## config.mk

```make
export PLATFORM = sky130hd
export DESIGN_NAME = bus_device_port
export DESIGN_NICKNAME = d
export VERILOG_FILES = /design/src/rtl/bus_device_port.sv
export SDC_FILE = /design/constraint.sdc
export NUM_CORES = 1
export LEC_CHECK = 0
export CORE_UTILIZATION = 35
export DETAILED_ROUTE_END_ITERATION = 10
export DONT_BUFFER_PORTS = 1
export SLEW_MARGIN = 40
export SYNTH_ARGS = -nofsm -noshare
export SYNTH_HDL_FRONTEND = slang
export SYNTH_SLANG_ARGS = --single-unit
```

## constraint.sdc

```tcl
create_clock -name clk -period 4.45 [get_ports clk]
set_input_delay 0.6675 -clock clk [delete_from_list [all_inputs] [get_ports clk]]
set_output_delay 0.6675 -clock clk [all_outputs]
set_load 0.1 [all_outputs]
```

## src/rtl/bus_device_port.sv

```systemverilog
// Device-side bus endpoint: a show-ahead TX FIFO popped by the bus, and a show-ahead
// RX FIFO filled by bus pushes whose destination ID matches this device or broadcast.
module bus_device_port #(
  parameter int          pckg_sz   = 16,
  parameter int          depth     = 8,
  parameter logic [7:0]  id        = 8'd0,
  parameter logic [7:0]  broadcast = 8'b1000_1111
) (
  input  logic               clk,
  input  logic               reset,
  output logic               pndng,
  output logic [pckg_sz-1:0] D_pop,
  input  logic               pop,
  input  logic               push,
  input  logic [pckg_sz-1:0] D_push,
  input  logic               tx_wr,
  input  logic [pckg_sz-1:0] tx_data,
  output logic               tx_full,
  input  logic               rx_rd,
  output logic [pckg_sz-1:0] rx_data,
  output logic               rx_empty,
  output logic [7:0]         drop_cnt,
  output logic               err
);

  // Handshake: pndng/!rx_empty act as "valid"; a transfer happens in the cycle its
  // strobe (pop, rx_rd) is high while valid, and the head word moves after that edge.
  localparam int              PW       = $clog2(depth);
  localparam logic [PW:0]     FULL_CNT = (PW+1)'(depth);

  logic [pckg_sz-1:0] tx_mem_q [depth];
  logic [PW-1:0]      tx_wptr_q, tx_wptr_d, tx_rptr_q, tx_rptr_d;
  logic [PW:0]        tx_cnt_q, tx_cnt_d;
  logic               tx_pndng_q, tx_full_q;
  logic               tx_do_wr, tx_do_pop;

  logic [pckg_sz-1:0] rx_mem_q [depth];
  logic [PW-1:0]      rx_wptr_q, rx_wptr_d, rx_rptr_q, rx_rptr_d;
  logic [PW:0]        rx_cnt_q, rx_cnt_d;
  logic               rx_empty_q, rx_full;
  logic               rx_accept, rx_do_wr, rx_do_rd, rx_drop;
  logic [7:0]         dst;

  logic [7:0]         drop_q, drop_d;
  logic               err_q, err_d;

  always_comb begin
    tx_do_pop = pop && tx_pndng_q;
    // When full, a write is only possible because the simultaneous pop frees a slot.
    tx_do_wr  = tx_wr && (!tx_full_q || tx_do_pop);
    tx_wptr_d = tx_do_wr  ? tx_wptr_q + PW'(1) : tx_wptr_q;
    tx_rptr_d = tx_do_pop ? tx_rptr_q + PW'(1) : tx_rptr_q;
    tx_cnt_d  = tx_cnt_q;
    if (tx_do_wr && !tx_do_pop)      tx_cnt_d = tx_cnt_q + (PW+1)'(1);
    else if (!tx_do_wr && tx_do_pop) tx_cnt_d = tx_cnt_q - (PW+1)'(1);
  end

  always_comb begin
    dst       = D_push[pckg_sz-1 -: 8];
    rx_full   = (rx_cnt_q == FULL_CNT);
    rx_accept = push && ((dst == id) || (dst == broadcast));
    rx_do_rd  = rx_rd && !rx_empty_q;
    rx_do_wr  = rx_accept && (!rx_full || rx_do_rd);
    rx_drop   = rx_accept && rx_full && !rx_do_rd;
    rx_wptr_d = rx_do_wr ? rx_wptr_q + PW'(1) : rx_wptr_q;
    rx_rptr_d = rx_do_rd ? rx_rptr_q + PW'(1) : rx_rptr_q;
    rx_cnt_d  = rx_cnt_q;
    if (rx_do_wr && !rx_do_rd)      rx_cnt_d = rx_cnt_q + (PW+1)'(1);
    else if (!rx_do_wr && rx_do_rd) rx_cnt_d = rx_cnt_q - (PW+1)'(1);
  end

  always_comb begin
    drop_d = drop_q;
    if (rx_drop && (drop_q != 8'hFF)) drop_d = drop_q + 8'd1;
    err_d = err_q
          | (pop && !tx_pndng_q)
          | (tx_wr && tx_full_q && !pop)
          | (rx_rd && rx_empty_q);
  end

  always_ff @(posedge clk) begin
    if (reset) begin
      tx_wptr_q  <= '0;
      tx_rptr_q  <= '0;
      tx_cnt_q   <= '0;
      tx_pndng_q <= 1'b0;
      tx_full_q  <= 1'b0;
      rx_wptr_q  <= '0;
      rx_rptr_q  <= '0;
      rx_cnt_q   <= '0;
      rx_empty_q <= 1'b1;
      drop_q     <= '0;
      err_q      <= 1'b0;
    end else begin
      tx_wptr_q  <= tx_wptr_d;
      tx_rptr_q  <= tx_rptr_d;
      tx_cnt_q   <= tx_cnt_d;
      tx_pndng_q <= (tx_cnt_d != '0);
      tx_full_q  <= (tx_cnt_d == FULL_CNT);
      rx_wptr_q  <= rx_wptr_d;
      rx_rptr_q  <= rx_rptr_d;
      rx_cnt_q   <= rx_cnt_d;
      rx_empty_q <= (rx_cnt_d == '0);
      drop_q     <= drop_d;
      err_q      <= err_d;
    end
  end

  // Storage needs no reset: the outputs are masked to zero whenever a FIFO is empty.
  always_ff @(posedge clk) begin
    if (!reset && tx_do_wr) tx_mem_q[tx_wptr_q] <= tx_data;
    if (!reset && rx_do_wr) rx_mem_q[rx_wptr_q] <= D_push;
  end

  assign pndng    = tx_pndng_q;
  assign tx_full  = tx_full_q;
  assign D_pop    = tx_pndng_q ? tx_mem_q[tx_rptr_q] : '0;
  assign rx_empty = rx_empty_q;
  assign rx_data  = rx_empty_q ? '0 : rx_mem_q[rx_rptr_q];
  assign drop_cnt = drop_q;
  assign err      = err_q;

endmodule

```

==> results_dict.tcl <==
set metrics [dict create \
    drc 0 \
    setup_tns_ns 0 \
    num_antenna_cells 0 \
    die_y_um 183 \
    antenna_found_initial 0 \
    synthFlopType "edfxtp_1" \
    fmax_mhz 321 \
    skew_ns 0.0187 \
    ys_ff_latch 294 \
    power.density_mw_per_mm2 514 \
    ys_types 40 \
    leakagePower_nw 4.26 \
    path_buf_inv 2 \
    ant_nets 0 \
    synth_edf_count 256 \
    cp_slowest_cell "mux4_2" \
    grt_usage_pct 13.6 \
    cts_setup_buffers 0 \
    dpl.hpwl_mm 13.8 \
    drtPass1Iterations 4 \
    r2r_end "rx_mem_q[6][6]$_DFFE_PP_" \
    async_flop_share_pct 0 \
    num_vias 5657 \
    fin_util_pct 41.8 \
    whs_ns 0.223 \
    worstHoldStart "reset" \
    cts_made_buffers 34 \
    wl_per_cell_um 19.5 \
    fin_nets 730 \
    drive_gt1_share_pct 32.2 \
    chipWidth_um 183 \
    cts_max_path_buffers 3 \
    syn_area_per_cell_um2 18.5 \
    netlist_area_mm2 0.0115 \
    syn_inst 622 \
    drt_first_iter_violations 333 \
    min_period_ns 3.12 \
    synth_fp_nets 670 \
    grt.overflow.total 0 \
    dp_slack_ns 1.15 \
    min_to "err$_SDFF_PP0_" \
    worstPathMaxFanout 32 \
    cp_common_cell "buf_4" \
    avgViaCountPerCell 4.93 \
    cts_root_buf "clkbuf_16" \
    slew-limit-headroom_pct 45.8 \
    start_util_pct 35.5 \
    worst_ep_arrival_time_ns 2.45 \
    cts_resized 0 \
    ys_warn_count 0 \
    drv_slew 0 \
    min-delay-path-class "input pin to flop" \
    ir_drop_mv 0.410 \
    fp.dieArea_mm2 0.0337 \
    hold_viol_final 0 \
    place_congestion 0.777 \
    worstSetupPathType "flop to output pin" \
    rsz0062_at_grt "no" \
    io_buffers 0 \
    grt_pass1_wl_mm 34.7 \
    ios 82 \
    cts-hold-fix-buffers 0 \
    dpl_cell_area_mm2 0.0125 \
    grt_pass1_vias 6150 \
    finalWirelength_mm 22.3 \
    r2r_start "rx_empty$_SDFF_PP1_" \
    cts_tree "yes" \
    worst_ep_required_time_ns 3.78 \
    outcome "complete, no violations" \
    grt_max_degree 41 \
    worst_pin_slew_ns 0.813 \
    end_kind "output pin" \
    cap_viol_max_count 0 \
    cts.sinks 294 \
    core_mm2 0.0325 \
    fin_crit_sh_pct 70.1 \
    n_fill_cell 2817 \
    final_cell_area_mm2 0.0136 \
    cts.clk_slew.worst_paths_ns 0.06 \
    crit_chain "buf_4 -> mux4_2 -> mux2i_1 -> nor2b_2 -> buf_4" \
    crit_family "multiplexers" \
    finalSetupViolCount 0 \
    rr_worst_depth 6 \
    reg2reg_setup_slack_ns 1.57 \
    syn2layout_area_growth_pct 17.7 \
    clock_latency_ns 0.51 \
    worst_slack_ns 1.33 \
    rows 66 \
    slowest_delay_ns 0.58 \
    cp-start-kind "flop" \
    h-tree-depth 2 \
    whs_path_depth 1 \
    yosysSeqAreaShare_pct 73.3 \
]
==> cell families after synthesis <==
| family | share of synthesized area [%] |
|---|---|
| xor gates and xnor gates | 1.60 |
| AOI/OAI and AO/OA | 1.22 |
| buffers and inverters | 1.04 |
| muxes | 15.7 |
| DFF | 73.3 |
| adders and majority gates | 1.09 |
| and+or+nand+nor | 6.11 |
==> area by class of cell <==
type | instances | area [um2] | area share (%)
clock buffers | 40 | 883 | 6.51
clock inverters | 20 | 179 | 1.32
inverters | 4 | 15.0 | 0.111
multi-input cells | 296 | 3070 | 22.6
flip-flops and latches | 294 | 8470 | 62.5
well taps | 442 | 553 | 4.08
repair buffers | 52 | 390 | 2.88
==> flip-flops by register name (all words and copies together), names as in the netlist, 3 cells and up, named ones only <==
name / flops
drop_cnt: 8
rx_cnt_q: 4
rx_mem_q: 128
rx_rptr_q: 3
rx_wptr_q: 3
tx_cnt_q: 4
tx_mem_q: 128
tx_rptr_q: 3
tx_wptr_q: 3
==> how the worst max path moves through the flow <==
stage               from                       end  slack (ns)  cells after the start
3_3_place_gp   D_push[8]  rx_mem_q[1][7]$_DFFE_PP_        1.23                      6
2_1_floorplan  D_push[8]  rx_mem_q[0][0]$_DFFE_PP_        0.42                      5
6_report            flop                 D_pop[12]        1.33                      5
5_1_grt             flop                 D_pop[12]        1.14                      5
3_5_place_dp   D_push[8]  rx_mem_q[2][5]$_DFFE_PP_        1.15                      6
4_1_cts             flop               rx_data[11]        1.02                      5
==> cells in the final DEF (no fill, tap or decap), types with 2 or more instances in the layout <==
| master | n |
|---|---|
| edfxtp_1 | 256 |
| mux4_2 | 64 |
| buf_4 | 52 |
| nor2_1 | 44 |
| mux2i_1 | 35 |
| clkbuf_16 | 34 |
| nand2_1 | 26 |
| dfxtp_1 | 22 |
| nor2_2 | 16 |
| nor2b_2 | 16 |
| dfxtp_2 | 14 |
| xor2_1 | 11 |
| xnor2_1 | 10 |
| ha_1 | 10 |
| a21oi_1 | 9 |
| nand3_1 | 8 |
| nand4_1 | 7 |
| clkinv_1 | 6 |
| clkbuf_1 | 5 |
| inv_1 | 4 |
| nor3_1 | 4 |
| clkinvlp_4 | 4 |
| nand2b_1 | 3 |
| nor3_2 | 3 |
| nand3b_1 | 3 |
| inv_6 | 3 |
| clkinv_2 | 3 |
| or4_4 | 2 |
| o21ai_0 | 2 |
| and3_2 | 2 |
| and4_1 | 2 |
| dfxtp_4 | 2 |
| bufinv_16 | 2 |
==> cell usage after synthesis, drive strengths merged, types with 2 or more instances <==
library cell	count	area share [%]
nand3	8	0.35
nor2b	17	0.92
and4	2	0.15
o41ai	2	0.22
nand2	26	0.85
nand2b	3	0.16
buf	12	0.39
xor2	11	0.84
mux2i	35	3.0
nor4b	2	0.15
a21oi	9	0.39
xnor2	10	0.76
nor2	60	2.0
ha	10	1.1
or4	2	0.20
mux4	64	13
nand3b	3	0.20
nor3	7	0.30
inv	4	0.13
and3	2	0.11
clkbuf	16	0.52
nand4	7	0.38
edfxtp	256	67
dfxtp	38	6.6
o21ai	2	0.087
==> through the flow <==
step / power, mW / instances
finish: 6.97 / 1148
global route: 7.23 / 1148
CTS: 7.04 / 1148
detailed placement: 4.45 / 1088
global placement: 4.42 / 1088
floorplan: 4.17 / 622
==> power by group <==
part	switching (mW)	internal, mW
Clock	1.04	1.55
Combinational	0.786	0.384
Sequential	0.151	3.06
==> routing by layer <==
layer	track usage, %	wire (um)	up-vias
li1	-	-	2570
met1	15.7	8780	2901
met2	24.8	11700	152
met3	3.70	1530	34
met4	3.73	354	0
met5	0	0	-
(Power assumes the default switching activity.)
